File: src/rtl/fifo_pkg.sv
// rtl/fifo_pkg.sv - shared async FIFO constants and Gray-code helpers
//
// Purpose: default FIFO depth and the binary/Gray conversion functions used by
// both pointer domains.
// Ports: none (package).
package fifo_pkg;

    localparam int FIFO_ADDR_WIDTH = 3;

    // Helpers operate on a 32-bit container. Any narrower pointer is
    // zero-extended into it and truncated back by the caller. Zero upper bits
    // do not disturb either conversion, so one pair of functions covers every
    // pointer width.
    localparam int PTR_MAX_W = 32;

    function automatic logic [PTR_MAX_W-1:0] bin2gray(input logic [PTR_MAX_W-1:0] bin);
        return bin ^ (bin >> 1);
    endfunction

    function automatic logic [PTR_MAX_W-1:0] gray2bin(input logic [PTR_MAX_W-1:0] gray);
        logic [PTR_MAX_W-1:0] bin;
        logic                 acc;
        bin = '0;
        acc = 1'b0;
        for (int i = PTR_MAX_W - 1; i >= 0; i--) begin
            acc    = acc ^ gray[i];
            bin[i] = acc;
        end
        return bin;
    endfunction

endpackage

File: src/rtl/fifo_gray2bin.sv
// rtl/fifo_gray2bin.sv - combinational Gray-to-binary converter
//
// Purpose: converts a Gray-coded FIFO pointer to binary. It is shared by the
// write-side full logic and the read-side empty logic.
// Ports:
//   GRAY  input  [WIDTH-1:0]  Gray-coded pointer
//   BIN   output [WIDTH-1:0]  binary equivalent
module fifo_gray2bin #(
    parameter int WIDTH = 4
) (
    input  logic [WIDTH-1:0] GRAY,
    output logic [WIDTH-1:0] BIN
);

    // Each binary bit is the XOR of all Gray bits at and above it. A running
    // scalar carries the prefix, which avoids a vector that feeds back on
    // itself.
    always_comb begin
        logic acc;
        acc = 1'b0;
        BIN = '0;
        for (int i = WIDTH - 1; i >= 0; i--) begin
            acc    = acc ^ GRAY[i];
            BIN[i] = acc;
        end
    end

endmodule

File: src/rtl/fifo_wr_ptr_full.sv
// rtl/fifo_wr_ptr_full.sv - async FIFO write-domain pointer and full/level logic
//
// Purpose: keeps the binary and Gray write pointers and produces the memory
// write strobe and address. It derives FULL, ALMOST_FULL, the fill level and a
// sticky overflow flag from the synchronized read Gray pointer.
// Ports:
//   CLK          input                 write-domain clock
//   RST          input                 asynchronous active-low reset
//   W_INC        input                 producer write request
//   WQ2_RPTR     input  [ADDR_WIDTH:0] read Gray pointer, synchronized to CLK
//   W_EN         output                memory write strobe (combinational)
//   W_ADDR       output [ADDR_WIDTH-1:0] memory write address
//   WPTR_GRAY    output [ADDR_WIDTH:0] registered Gray write pointer
//   FULL         output                registered full flag
//   ALMOST_FULL  output                registered level >= AF_THRESHOLD
//   W_LEVEL      output [ADDR_WIDTH:0] registered fill level, 0..2^ADDR_WIDTH
//   OVERFLOW     output                sticky write-while-full flag
module fifo_wr_ptr_full
    import fifo_pkg::*;
#(
    parameter int ADDR_WIDTH   = FIFO_ADDR_WIDTH,
    parameter int AF_THRESHOLD = 6
) (
    input  logic                  CLK,
    input  logic                  RST,
    input  logic                  W_INC,
    input  logic [ADDR_WIDTH:0]   WQ2_RPTR,
    output logic                  W_EN,
    output logic [ADDR_WIDTH-1:0] W_ADDR,
    output logic [ADDR_WIDTH:0]   WPTR_GRAY,
    output logic                  FULL,
    output logic                  ALMOST_FULL,
    output logic [ADDR_WIDTH:0]   W_LEVEL,
    output logic                  OVERFLOW
);

    localparam int PTR_W = ADDR_WIDTH + 1;
    localparam logic [PTR_W-1:0] AF_LEVEL = PTR_W'(AF_THRESHOLD);

    logic [PTR_W-1:0] wbin_q,  wbin_d;
    logic [PTR_W-1:0] wgray_q, wgray_d;
    logic             full_q,  full_d;
    logic             af_q,    af_d;
    logic [PTR_W-1:0] level_q, level_d;
    logic             ovf_q,   ovf_d;

    logic [PTR_W-1:0] rbin;
    logic [PTR_W-1:0] rptr_full_cmp;
    logic             w_accept;

    fifo_gray2bin #(
        .WIDTH (PTR_W)
    ) u_rptr_gray2bin (
        .GRAY (WQ2_RPTR),
        .BIN  (rbin)
    );

    // RST is ANDed in so that the strobe is held low during reset, even while
    // the producer holds W_INC high.
    assign w_accept = RST & W_INC & ~full_q;

    // The FIFO is full when the write pointer has lapped the read pointer by
    // exactly one depth. In Gray code that is the read pointer with its top
    // two bits inverted.
    assign rptr_full_cmp = {~WQ2_RPTR[ADDR_WIDTH:ADDR_WIDTH-1], WQ2_RPTR[ADDR_WIDTH-2:0]};

    always_comb begin
        wbin_d  = wbin_q + {{ADDR_WIDTH{1'b0}}, w_accept};
        wgray_d = PTR_W'(bin2gray(PTR_MAX_W'(wbin_d)));
        full_d  = (wgray_d == rptr_full_cmp);
        // Modular subtraction is exact across pointer wrap because the extra
        // MSB keeps full (2^ADDR_WIDTH) distinct from empty (0).
        level_d = wbin_d - rbin;
        af_d    = (level_d >= AF_LEVEL);
        ovf_d   = ovf_q | (W_INC & full_q);
    end

    always_ff @(posedge CLK or negedge RST) begin
        if (!RST) begin
            wbin_q  <= '0;
            wgray_q <= '0;
            full_q  <= 1'b0;
            af_q    <= 1'b0;
            level_q <= '0;
            ovf_q   <= 1'b0;
        end else begin
            wbin_q  <= wbin_d;
            wgray_q <= wgray_d;
            full_q  <= full_d;
            af_q    <= af_d;
            level_q <= level_d;
            ovf_q   <= ovf_d;
        end
    end

    // WPTR_GRAY crosses clock domains. It comes straight from its flops so that
    // only one bit can change per edge.
    assign W_EN        = w_accept;
    assign W_ADDR      = wbin_q[ADDR_WIDTH-1:0];
    assign WPTR_GRAY   = wgray_q;
    assign FULL        = full_q;
    assign ALMOST_FULL = af_q;
    assign W_LEVEL     = level_q;
    assign OVERFLOW    = ovf_q;

endmodule

File: config.mk
export PLATFORM = sky130hd
export DESIGN_NAME = fifo_wr_ptr_full
export DESIGN_NICKNAME = d
export VERILOG_FILES = /design/src/rtl/fifo_pkg.sv /design/src/rtl/fifo_gray2bin.sv /design/src/rtl/fifo_wr_ptr_full.sv
export SDC_FILE = /design/constraint.sdc
export NUM_CORES = 1
export LEC_CHECK = 0
export ABC_AREA = 1
export BUFFER_PORTS_ARGS = -buffer_cell sky130_fd_sc_hd__clkbuf_2
export CAP_MARGIN = 20
export CORE_MARGIN = 3
export CORE_UTILIZATION = 32
export CTS_BUF_LIST = sky130_fd_sc_hd__clkbuf_8
export DETAILED_ROUTE_END_ITERATION = 8
export PLACE_DENSITY = 0.63
export RECOVER_POWER = 100
export REMOVE_ABC_BUFFERS = 1
export SYNTH_ARGS = -nofsm -noshare
export SYNTH_HDL_FRONTEND = slang
export SYNTH_SLANG_ARGS = --single-unit
File: constraint.sdc
create_clock -name CLK -period 3.1 [get_ports CLK]
set_clock_uncertainty 0.05 [all_clocks]
set_input_delay 0.31 -clock CLK [delete_from_list [all_inputs] [get_ports CLK]]
set_output_delay 0.31 -clock CLK [all_outputs]
set_load 0.02 [all_outputs]
---- Yosys cells after proc, flatten, opt, wreduce, memory -nomap -nowiden ----
Index checks and enable logic that the tools add are counted.
W data, S select, Z words.
cells by class
  $add $sub $neg .......................... 2
  order comparisons ....................... 1
  eq/ne operators ......................... 1
  bitwise gates (word level) .............. 10
operators with widths
  cell                  number
  $add A4 B1 Y4         1
  $eq A4 B4 Y1          1
  $ge A4 B3 Y1 const B  1
  $sub A4 B4 Y4         1
  $xor A4 B3 Y4         1
  $and A1 B1 Y1         3
  $xor A1 B1 Y1         3
  $not A2 Y2            1
  $not A1 Y1            1
  $or A1 B1 Y1          1
storage, ports and cells
  bits in registers ....................... 15
  input bits .............................. 7
  output and inout port bits .............. 15
  word-level logic and storage cells ...... 20

---- Longest topological paths before layout ----
Gate-level depths: netlist (run 1).
  word-level depth ........................ 5
  mapped depth ............................ 12

---- Hierarchy ----
Synthesis (run 1) repeated with hierarchy kept, for this count alone.
unflattened totals
  cells, all modules ...................... 104
  area, all modules ....................... 828.3 um^2
by module, submodules not included
  module            instances  cells an instance  area an instance (um^2)
  fifo_wr_ptr_full  1          86                 734.5
  fifo_gray2bin     1          18                 93.8

---- Worst setup path before layout (run 1) ----
OpenSTA, ideal clock, no wires.
  path kind ............................... reg-to-reg
  start ................................... register full_q (netlist: FULL)
  end ..................................... register af_q (netlist: ALMOST_FULL)
  setup time .............................. 125 ps
  arrival ................................. 2128 ps
  required time ........................... 2925 ps
  path slack .............................. 797 ps
  cell stages (with the launch flop) ...... 12
  period minus slack after synthesis ...... 2303 ps
  cells stage by stage .................... dfrtp_1 -> nor2_1 -> ha_1 -> ha_1 -> inv_1 -> nand2_1 -> nand2_1 -> ha_1 -> a21oi_1 -> inv_1 -> nand2_1 -> nand3_1
between the ends
  cells in the longest elaborated chain, start to end .. 5
RTL lines
  element                 RTL line                text
  from (decl)             fifo_wr_ptr_full.sv:42  logic full_q, full_d;
  from (signal assigned)  fifo_wr_ptr_full.sv:89  full_q <= full_d;
  $not A1 Y1              fifo_wr_ptr_full.sv:60  assign w_accept = RST & W_INC & ~full_q;
  $and A1 B1 Y1           fifo_wr_ptr_full.sv:60
  named net W_EN          fifo_wr_ptr_full.sv:28  output logic W_EN,
  $add A4 B1 Y4           fifo_wr_ptr_full.sv:68  wbin_d = wbin_q + {{ADDR_WIDTH{1'b0}}, w_accept};
  named net wbin_d[2]     fifo_wr_ptr_full.sv:40  logic [PTR_W-1:0] wbin_q, wbin_d;
  $sub A4 B4 Y4           fifo_wr_ptr_full.sv:73  level_d = wbin_d - rbin;
  $ge A4 B3 Y1            fifo_wr_ptr_full.sv:74  af_d = (level_d >= AF_LEVEL);
  named net af_d          fifo_wr_ptr_full.sv:43  logic af_q, af_d;
  to (signal assigned)    fifo_wr_ptr_full.sv:83  af_q <= 1'b0;
  to (signal assigned)    fifo_wr_ptr_full.sv:90  af_q <= af_d;
  to (decl)               fifo_wr_ptr_full.sv:43
The timed path passes the listed nets, and every way through them passes these cells.

---- Worst setup path in the final report (run 1) ----
  start ................................... input RST
  end ..................................... register af_q (netlist: ALMOST_FULL)
between the ends
  cells in the longest elaborated chain, start to end .. 5
RTL lines
  element                     RTL line                text
  from (decl)                 fifo_wr_ptr_full.sv:25  input logic RST,
  $and A1 B1 Y1 (2 in a row)  fifo_wr_ptr_full.sv:60
  $add A4 B1 Y4               fifo_wr_ptr_full.sv:68
  named net wbin_d[2]         fifo_wr_ptr_full.sv:40
  $sub A4 B4 Y4               fifo_wr_ptr_full.sv:73
  $ge A4 B3 Y1                fifo_wr_ptr_full.sv:74
  named net af_d              fifo_wr_ptr_full.sv:43
The timed path passes the listed nets, and every way through them passes these cells.

==> impl_metrics.ini, run 1 <==
[run_status]
outcome = completed

[clocking]
numCtsBuffers = 3
clk_root_buffer_cell = clkbuf_8
clock_path_buffers = 2
insertion_delay_ns = 0.25
htreeDepth = 1
clk_pin_slew_ns = 0.06
clock_sinks = 14
cts_setup_buffers = 0
cts_resized = 0
cts-hold-fix-buffers = 1
cts_tree = yes

[sta]
timing.slew.headroom_pct = 50.1
min_period_ns = 2.47
worst_pin_slew_ns = 0.749
fmax_mhz = 405
setup_tns_ns = 0
slew_viol_final = 0
rsz0062_at_grt = no
finalSetupViolCount = 0
min_period_over_period_pct = 79.7
hold_viol_final = 0

[logic_synthesis]
yosys.area.top_type = dfrtp_1
mappedNetlistArea_um2 = 741
postSynthAreaPerCell_um2 = 8.92
yosys_register_bits = 14
yosysWarningCount = 0
ys_seq_area_share_pct = 47.3
synth.most_common_cell = nand2_1
synth_edf_count = 0
synth.area.top_cells = dfrtp_1, nand2_1, nand3_1
ys.flop_type = dfrtp_1
synth.distinct_cells = 16
yosys-top-cells-count = nand2_1, dfrtp_1, inv_1, nand3_1, ha_1
synthCells = 83
async_reset_ff_share_pct = 100
synth_top_area_share_pct = 47.3

[detailed_routing]
wl_per_cell_um = 11.2
first_iter_violations = 12
drc = 0
vias_per_cell = 4.55
via_count = 623
drt_wl_total_um = 1530
drtAntennaViolNets = 0
drt-pass1-iter-count = 5

[critical_path]
rr_worst_depth = 11
worstPathMaxFanout = 4
arrival_ns = 2.56
required_ns = 3.19
cp-start-kind = input port
cp-end-kind = flop
critical_path_class = input port to flop

[power_and_ir_drop]
power.density_mw_per_mm2 = 1180
cellLeakagePower_nw = 0.497
vdd_drop_max_mv = 0.459

[cells_and_area]
fin_cells = 137
n_antenna_cell = 0
n_fill_cell = 222
nNetsFinal = 124
drive_gt1_share_pct = 10.0
syn2layout_area_growth_pct = 25.0

[floorplan]
rows = 16
die_w_um = 54.1
die_area_mm2 = 0.00293
core-area_mm2 = 0.00208
start_util_pct = 35.6
die_h_um = 54.1
ios = 22

[min_path]
hold_path.class = input port to flop
whs_path_depth = 2

[grt]
grt_max_degree = 15
grt_pass1_vias = 621
grtUsageTotal_pct = 12.8
grt_pass1_wl_um = 2630
overflow = 0
grt_antenna_before_repair = 0

[placement]
port_buffers = 21
gp_congestion = 0.863
place_hpwl_um = 1210
dpl.cell_count = 132

[flow_run]
max_cap_viol_count = 0
-- logic make-up (layout without fill, tap and decap cells) --
| logic type | count (synthesis) | after routing | share of synthesized area (%) |
|---|---|---|---|
| buffers and inverters | 14 | 41 | 7.09 |
| DFF | 14 | 14 | 47.3 |
| and+or+nand+nor | 41 | 41 | 23.8 |
| xor gates and xnor gates | 5 | 5 | 7.94 |
| AOI/OAI and AO/OA | 3 | 3 | 2.70 |
| adders and majority gates | 6 | 6 | 11.1 |
-- flip-flops by register name, summed over array words and instances (netlist names) --
signal       flops
OVERFLOW         1
ALMOST_FULL      1
W_LEVEL          4
FULL             1
wbin_q           4
WPTR_GRAY        3
-- final cells by class --
cell class                 instances  area [µm²]  share of cell area [%]
sequential                        14         350                    37.8
tap                               27        33.8                    3.65
timing repair buffer              23        98.8                    10.7
clock buffer                       4        55.1                    5.95
multi-input combinational         55         335                    36.2
inverter                          14        52.6                    5.68
-- cells in the final DEF, fill, tap and decap left out, types with 2 or more instances in the layout --
cell,instances
clkbuf_1,17
clkbuf_2,5
clkbuf_8,4
dfrtp_1,14
ha_1,5
inv_1,14
nand2_1,24
nand3_1,14
nor2_1,2
xor2_1,2
-- report_power, final --
part | leakage (nW) | switching, mW | internal [mW]
sequential | 0.166 | 0.0446 | 0.279
clock | 0.0288 | 0.0686 | 0.113
combinational | 0.302 | 0.400 | 0.188
total | 0.497 | 0.513 | 0.579
-- path summary, 6_finish.rpt --
check | slack, ns | startpoint | end
worst min-delay path | 0.24 | W_INC | OVERFLOW
worst max register to register | 0.99 | FULL | ALMOST_FULL
max in group asynchronous | 1.80 | RST | OVERFLOW
worst min register to register | 0.42 | OVERFLOW | OVERFLOW
min in group asynchronous | 0.73 | RST | wbin_q[1]
worst max-delay path | 0.63 | RST | ALMOST_FULL
-- per-layer routing --
metal	vias up	part of all wire, %	GRT usage (%)
met2	18	48	19.8
met1	284	43	15.4
li1	317	-	-
met4	0	1.1	6.64
met5	-	0	0
met3	4	8.3	4.99
-- per-stage QoR --
step                      power, mW  hold WS (ns)  setup WS [ns]  cell area [µm²]  utilization [%]
after floorplan               0.764       -0.0356          0.797              741                -
after global placement        0.933         0.224          0.958              887             42.6
after detailed placement      0.946         0.238          0.933              887             42.6
after CTS                      1.14         0.237          0.648              952             45.7
after global routing           1.20         0.253          0.405              926             44.5
final                          1.09         0.241          0.630              926             44.5
-- critical path, cell delays in order --
cell and delay, ns:
dlygate4sd3_1 0.52, clkbuf_1 0.12, nand2_1 0.06, nor2_1 0.12, ha_1 0.21, ha_1 0.20, inv_1 0.06, nand2_1 0.07
nand2_1 0.12, ha_1 0.34, a21oi_1 0.21, inv_1 0.06, nand2_1 0.08, nand3_1 0.06
Power figures use the tool's default switching activity.
==> run 2, diff against run 1 <==
Clock period 3.1 ns to 2.45 ns, I/O delays scaled along.
==> run 2 against run 1 <==
  * Register-to-register slack got worse by 0.70 ns
  * Sequential share of layout area increased by 0.57 points
  * Flip-flop and latch count unchanged
  * Via count increased by 0.48%
  * Power increased by 22%
  * Non-clock buffer count unchanged
  * Hold slack got worse by 0.064 ns
  * Critical endpoint unchanged
==> impl_metrics.ini, run 2 (synthesized netlist as in run 1, its figures left out) <==
[cells_and_area]
layout_common_cells = nand2_1, clkbuf_1, dfrtp_1, inv_1, nand3_1
syn2layout_area_growth_pct = 23.1
drive_gt1_share_pct = 9.17
layout_commonest_cell = nand2_1
fin_cells = 136
n_antenna_cell = 0
nNetsFinal = 124

[power_and_ir_drop]
power.density_mw_per_mm2 = 1460
vdd_drop_max_mv = 0.591
cellLeakagePower_nw = 0.490

[grt]
grt_pass1_vias = 596
grt_antenna_before_repair = 0
overflow = 0
gr-max-usage-layer = met2
grt_max_degree = 15
met1_usage_pct = 13.1
grtUsageMet3_pct = 2.77
grt_pass1_wl_um = 2390
grtUsageTotal_pct = 11.5
use_met2_pct = 19.2

[detailed_routing]
drt_wl_total_um = 1430
drc = 0
first_iter_violations = 19
vias_per_cell = 4.60
drtAntennaViolNets = 0
wl_per_cell_um = 10.5
drt-pass1-iter-count = 6
via_count = 626

[clocking]
clk_root_buffer_cell = clkbuf_8
insertion_delay_ns = 0.24
htreeDepth = 1
clock_sinks = 14
cts-hold-fix-buffers = 1
clock_path_buffers = 2
cts_setup_buffers = 0
clk_pin_slew_ns = 0.05
numCtsBuffers = 3
cts_resized = 0
cts_tree = yes

[critical_path]
cp-end-kind = flop
crit_path_frequent_cell = ha_1
arrival_ns = 2.28
worstPathMaxFanout = 6
cp-start-kind = flop
slowest_stage = fa_1
slowest_delay_ns = 0.45
required_ns = 2.57
path_cells = nor2_1 -> ha_1 -> ha_1 -> inv_1 -> fa_1 -> xnor2_1 -> nand2_1 -> nand3_1
critical_path_class = flop to flop

[floorplan]
rows = 16
start_util_pct = 35.6
die_area_mm2 = 0.00293
die_w_um = 54.1
ios = 22
die_h_um = 54.1
core-area_mm2 = 0.00208

[sta]
timing.slew.headroom_pct = 50.7
min_period_ns = 2.16
rsz0062_at_grt = no
worst_pin_slew_ns = 0.739
slew_viol_final = 0
fmax_mhz = 464
finalSetupViolCount = 0
min_period_over_period_pct = 88.0
hold_viol_final = 0
setup_tns_ns = 0

[placement]
gp_congestion = 0.812
dpl.cell_count = 132
place_hpwl_um = 1160
port_buffers = 21

[flow_run]
max_cap_viol_count = 0

[min_path]
hold_path.class = input port to flop

[run_status]
outcome = completed
-- run 2: cell count changes in the layout (fill, tap and decap cells not counted) --
cell      change
clkbuf_8      -1
-- run 2: through the flow --
| step | power, mW | cell area, µm² | hold WS [ns] | setup WS, ns | utilization (%) |
|---|---|---|---|---|---|
| 2_1_floorplan | 0.967 | 741 | -0.101 | 0.147 | - |
| 3_3_place_gp | 1.18 | 887 | 0.170 | 0.284 | 42.6 |
| 3_5_place_dp | 1.19 | 887 | 0.172 | 0.281 | 42.6 |
| 4_1_cts | 1.39 | 938 | 0.169 | 0.280 | 45.1 |
| 5_1_grt | 1.47 | 912 | 0.170 | 0.117 | 43.8 |
| 6_report | 1.33 | 912 | 0.177 | 0.295 | 43.8 |
-- run 2: metal layers --
metal	share of wire, %	routed length (µm)	vias to the layer above
met5	0	0	-
met4	2.2	32	0
met1	44	637	286
met2	46	664	21
met3	6.9	99	3
li1	-	-	316
-- run 2: path summary, 6_finish.rpt --
| path | to | startpoint | slack [ns] | cells past startpoint |
|---|---|---|---|---|
| setup reg to reg | ALMOST_FULL | FULL | 0.29 | 8 |
| max in group asynchronous | wbin_q[2] | RST | 1.20 | 3 |
| hold / removal | OVERFLOW | W_INC | 0.18 | 2 |
| hold reg to reg | OVERFLOW | OVERFLOW | 0.42 | 1 |
| setup / recovery | ALMOST_FULL | FULL | 0.29 | 8 |
| min in group asynchronous | W_LEVEL[0] | RST | 0.68 | 3 |
-- run 2: critical path: cells and delay by family (launching register included) --
family | cells | cell delay, ns
adders and majority gates | 3 | 1.08
DFF | 1 | 0.36
and+or+nand+nor | 3 | 0.23
xor gates and xnor gates | 1 | 0.23
buffers and inverters | 1 | 0.14
-- run 2: report_power, final --
part	leakage [nW]	switching, mW	internal, mW
Sequential	0.166	0.0554	0.353
Combinational	0.302	0.500	0.240
Clock	0.0216	0.0717	0.108
Total	0.490	0.627	0.701
-- run 2: cell type report --
type	instances	area, µm²
sequential	14	350
multi-input combinational	55	335
timing repair buffer	23	98.8
clock buffer	3	41.3
inverter	14	52.6
tap	27	33.8
fill	232	1170
==> run 3, diff against run 2 <==
Settings changed: CORE_UTILIZATION 32 to 40, PLACE_DENSITY 0.63 to 0.73.
==> run 3 against run 2 <==
  * Global-route usage increased by 3.5 points
  * Worst setup slack better by 0.012 ns
  * Design area is 0.41% lower
  * Sequential share of layout area is 0.16 points higher
  * Power rose by 0.22%
  * Register-to-register slack about the same
  * Maximum frequency is 0.56% higher
  * Via count is 0.48% higher
  * Count of clock-buffer cells in the layout stayed put
  * Non-clock buffer count is the same
  * Flip-flop and latch count did not move
  * Combinational power rose by 0.5%
==> impl_metrics.ini, run 3 (synthesized netlist as in run 1, its figures left out) <==
[critical_path]
cp-end-kind = flop
cp_num_buf_inv = 2
slowest_stage = dfrtp_1
reg2reg_slack_ns = 0.31
path_cells = nor2_1 -> ha_1 -> ha_1 -> inv_1 -> nand2_1 -> nand2_1 -> ha_1 -> a21oi_1 -> inv_1 -> nand2_1 -> nand3_1
slowest_delay_ns = 0.39
crit_family = adder cells
worstPathMaxFanout = 4
arrival_ns = 2.22
critical_path_class = flop to flop
cp-start-kind = flop
required_ns = 2.53

[detailed_routing]
wl_per_cell_um = 11.0
first_iter_violations = 12
via_count = 629
drt_wl_total_um = 1460
vias_per_cell = 4.73
drtAntennaViolNets = 0
drt-pass1-iter-count = 4
drc = 0

[clocking]
htreeDepth = 1
clk_pin_slew_ns = 0.05
clk_root_buffer_cell = clkbuf_8
numCtsBuffers = 3
clock_path_buffers = 2
clock_sinks = 14
insertion_delay_ns = 0.24
cts_tree = yes

[cells_and_area]
syn2layout_area_growth_pct = 22.6
final_area_um2 = 908
multi_input_area_um2 = 335
seq_area_um2 = 350
n_fill_cell = 167
nNetsFinal = 124
layout_common_cells = nand2_1, clkbuf_1, dfrtp_1, inv_1, nand3_1
layout_commonest_cell = nand2_1
n_antenna_cell = 0
drive_gt1_share_pct = 9.17

[grt]
grtUsageTotal_pct = 15.0
overflow = 0
grt_pass1_vias = 633
grt_pass1_wl_um = 2750
grt_max_degree = 15
grt_antenna_before_repair = 0

[floorplan]
rows = 14
die_area_mm2 = 0.00240
ios = 22
die_w_um = 49.0
start_util_pct = 45.5
die_h_um = 49.0
core-area_mm2 = 0.00163

[power_and_ir_drop]
cellLeakagePower_nw = 0.490
power.density_mw_per_mm2 = 1460
switchingPower_mw = 0.630
switching_share_pct = 47.3
p_int_mw = 0.701
seqPwrFrac_pct = 30.4
power_mw = 1.33
p_clk_share_pct = 13.7
vdd_drop_max_mv = 0.622
comb_power_share_pct = 55.9

[placement]
place_area_um2 = 883
port_buffers = 21
place_hpwl_um = 1140
gp_congestion = 0.761

[min_path]
hold_path.class = input port to flop

[sta]
rsz0062_at_grt = no
finalSetupViolCount = 0
hold_viol_final = 0
setup_tns_ns = 0
fmax_mhz = 467
slew_viol_final = 0
worst_pin_slew_ns = 0.778
min_period_over_period_pct = 87.5
min_period_ns = 2.14
timing.slew.headroom_pct = 48.1

[run_status]
outcome = completed

[flow_run]
max_cap_viol_count = 0
-- run 3: cell counts in the layout (fill, tap and decap cells not counted) --
No cell type changed its count.
-- run 3: cell type report --
cell class / count / area share (%)
clock buffers: 3 / 4.55
inverters: 14 / 5.79
multi-input cells: 55 / 36.9
flip-flops and latches: 14 / 38.6
well taps: 24 / 3.31
repair buffers: 23 / 10.9
-- run 3: repair_timing --
item | in CTS | in global routing
setup buffers | 0 | 0
hold buffers | 1 | 0
endpoints found under the hold margin | 14 | 0
resized for setup | 0 | 0
-- run 3: worst paths after layout --
kind,cells past startpoint,start,endpoint
max,11,FULL,ALMOST_FULL
min,2,W_INC,OVERFLOW
max reg2reg,11,FULL,ALMOST_FULL
min reg2reg,1,OVERFLOW,OVERFLOW
max in group asynchronous,3,RST,W_LEVEL[0]
min in group asynchronous,3,RST,wbin_q[1]
-- run 3: power by group through the flow --
stage	clock network, mW	registers, mW	logic (mW)
floorplan	0	0.556	0.411
global route	0.203	0.424	0.853
detailed placement	0	0.412	0.783
CTS	0.188	0.407	0.792
finish	0.183	0.405	0.743
global placement	0	0.407	0.763
-- run 3: worst reg2reg max path, delay by kind of cell, from the launching register on --
| family | cells | cell delay (ns) |
|---|---|---|
| buffers and inverters | 2 | 0.12 |
| adders and majority gates | 3 | 0.76 |
| and+or+nand+nor | 5 | 0.49 |
| AOI/OAI and AO/OA | 1 | 0.22 |
| DFF | 1 | 0.39 |
-- run 3: stage by stage --
stage / std cells / hold slack (ns) / worst slack, ns / utilization (%)
2_1_floorplan: 83 / -0.101 / 0.147 / -
3_3_place_gp: 129 / 0.153 / 0.334 / 54.2
3_5_place_dp: 129 / 0.160 / 0.305 / 54.2
4_1_cts: 133 / 0.177 / 0.291 / 57.4
5_1_grt: 133 / 0.195 / 0.0891 / 55.8
6_report: 133 / 0.183 / 0.307 / 55.8
-- run 3: routing by layer --
layer	wire (µm)	track usage [%]
met1	608	17.6
met4	27	9.95
met5	0	0
met2	766	25.6
met3	62	1.83
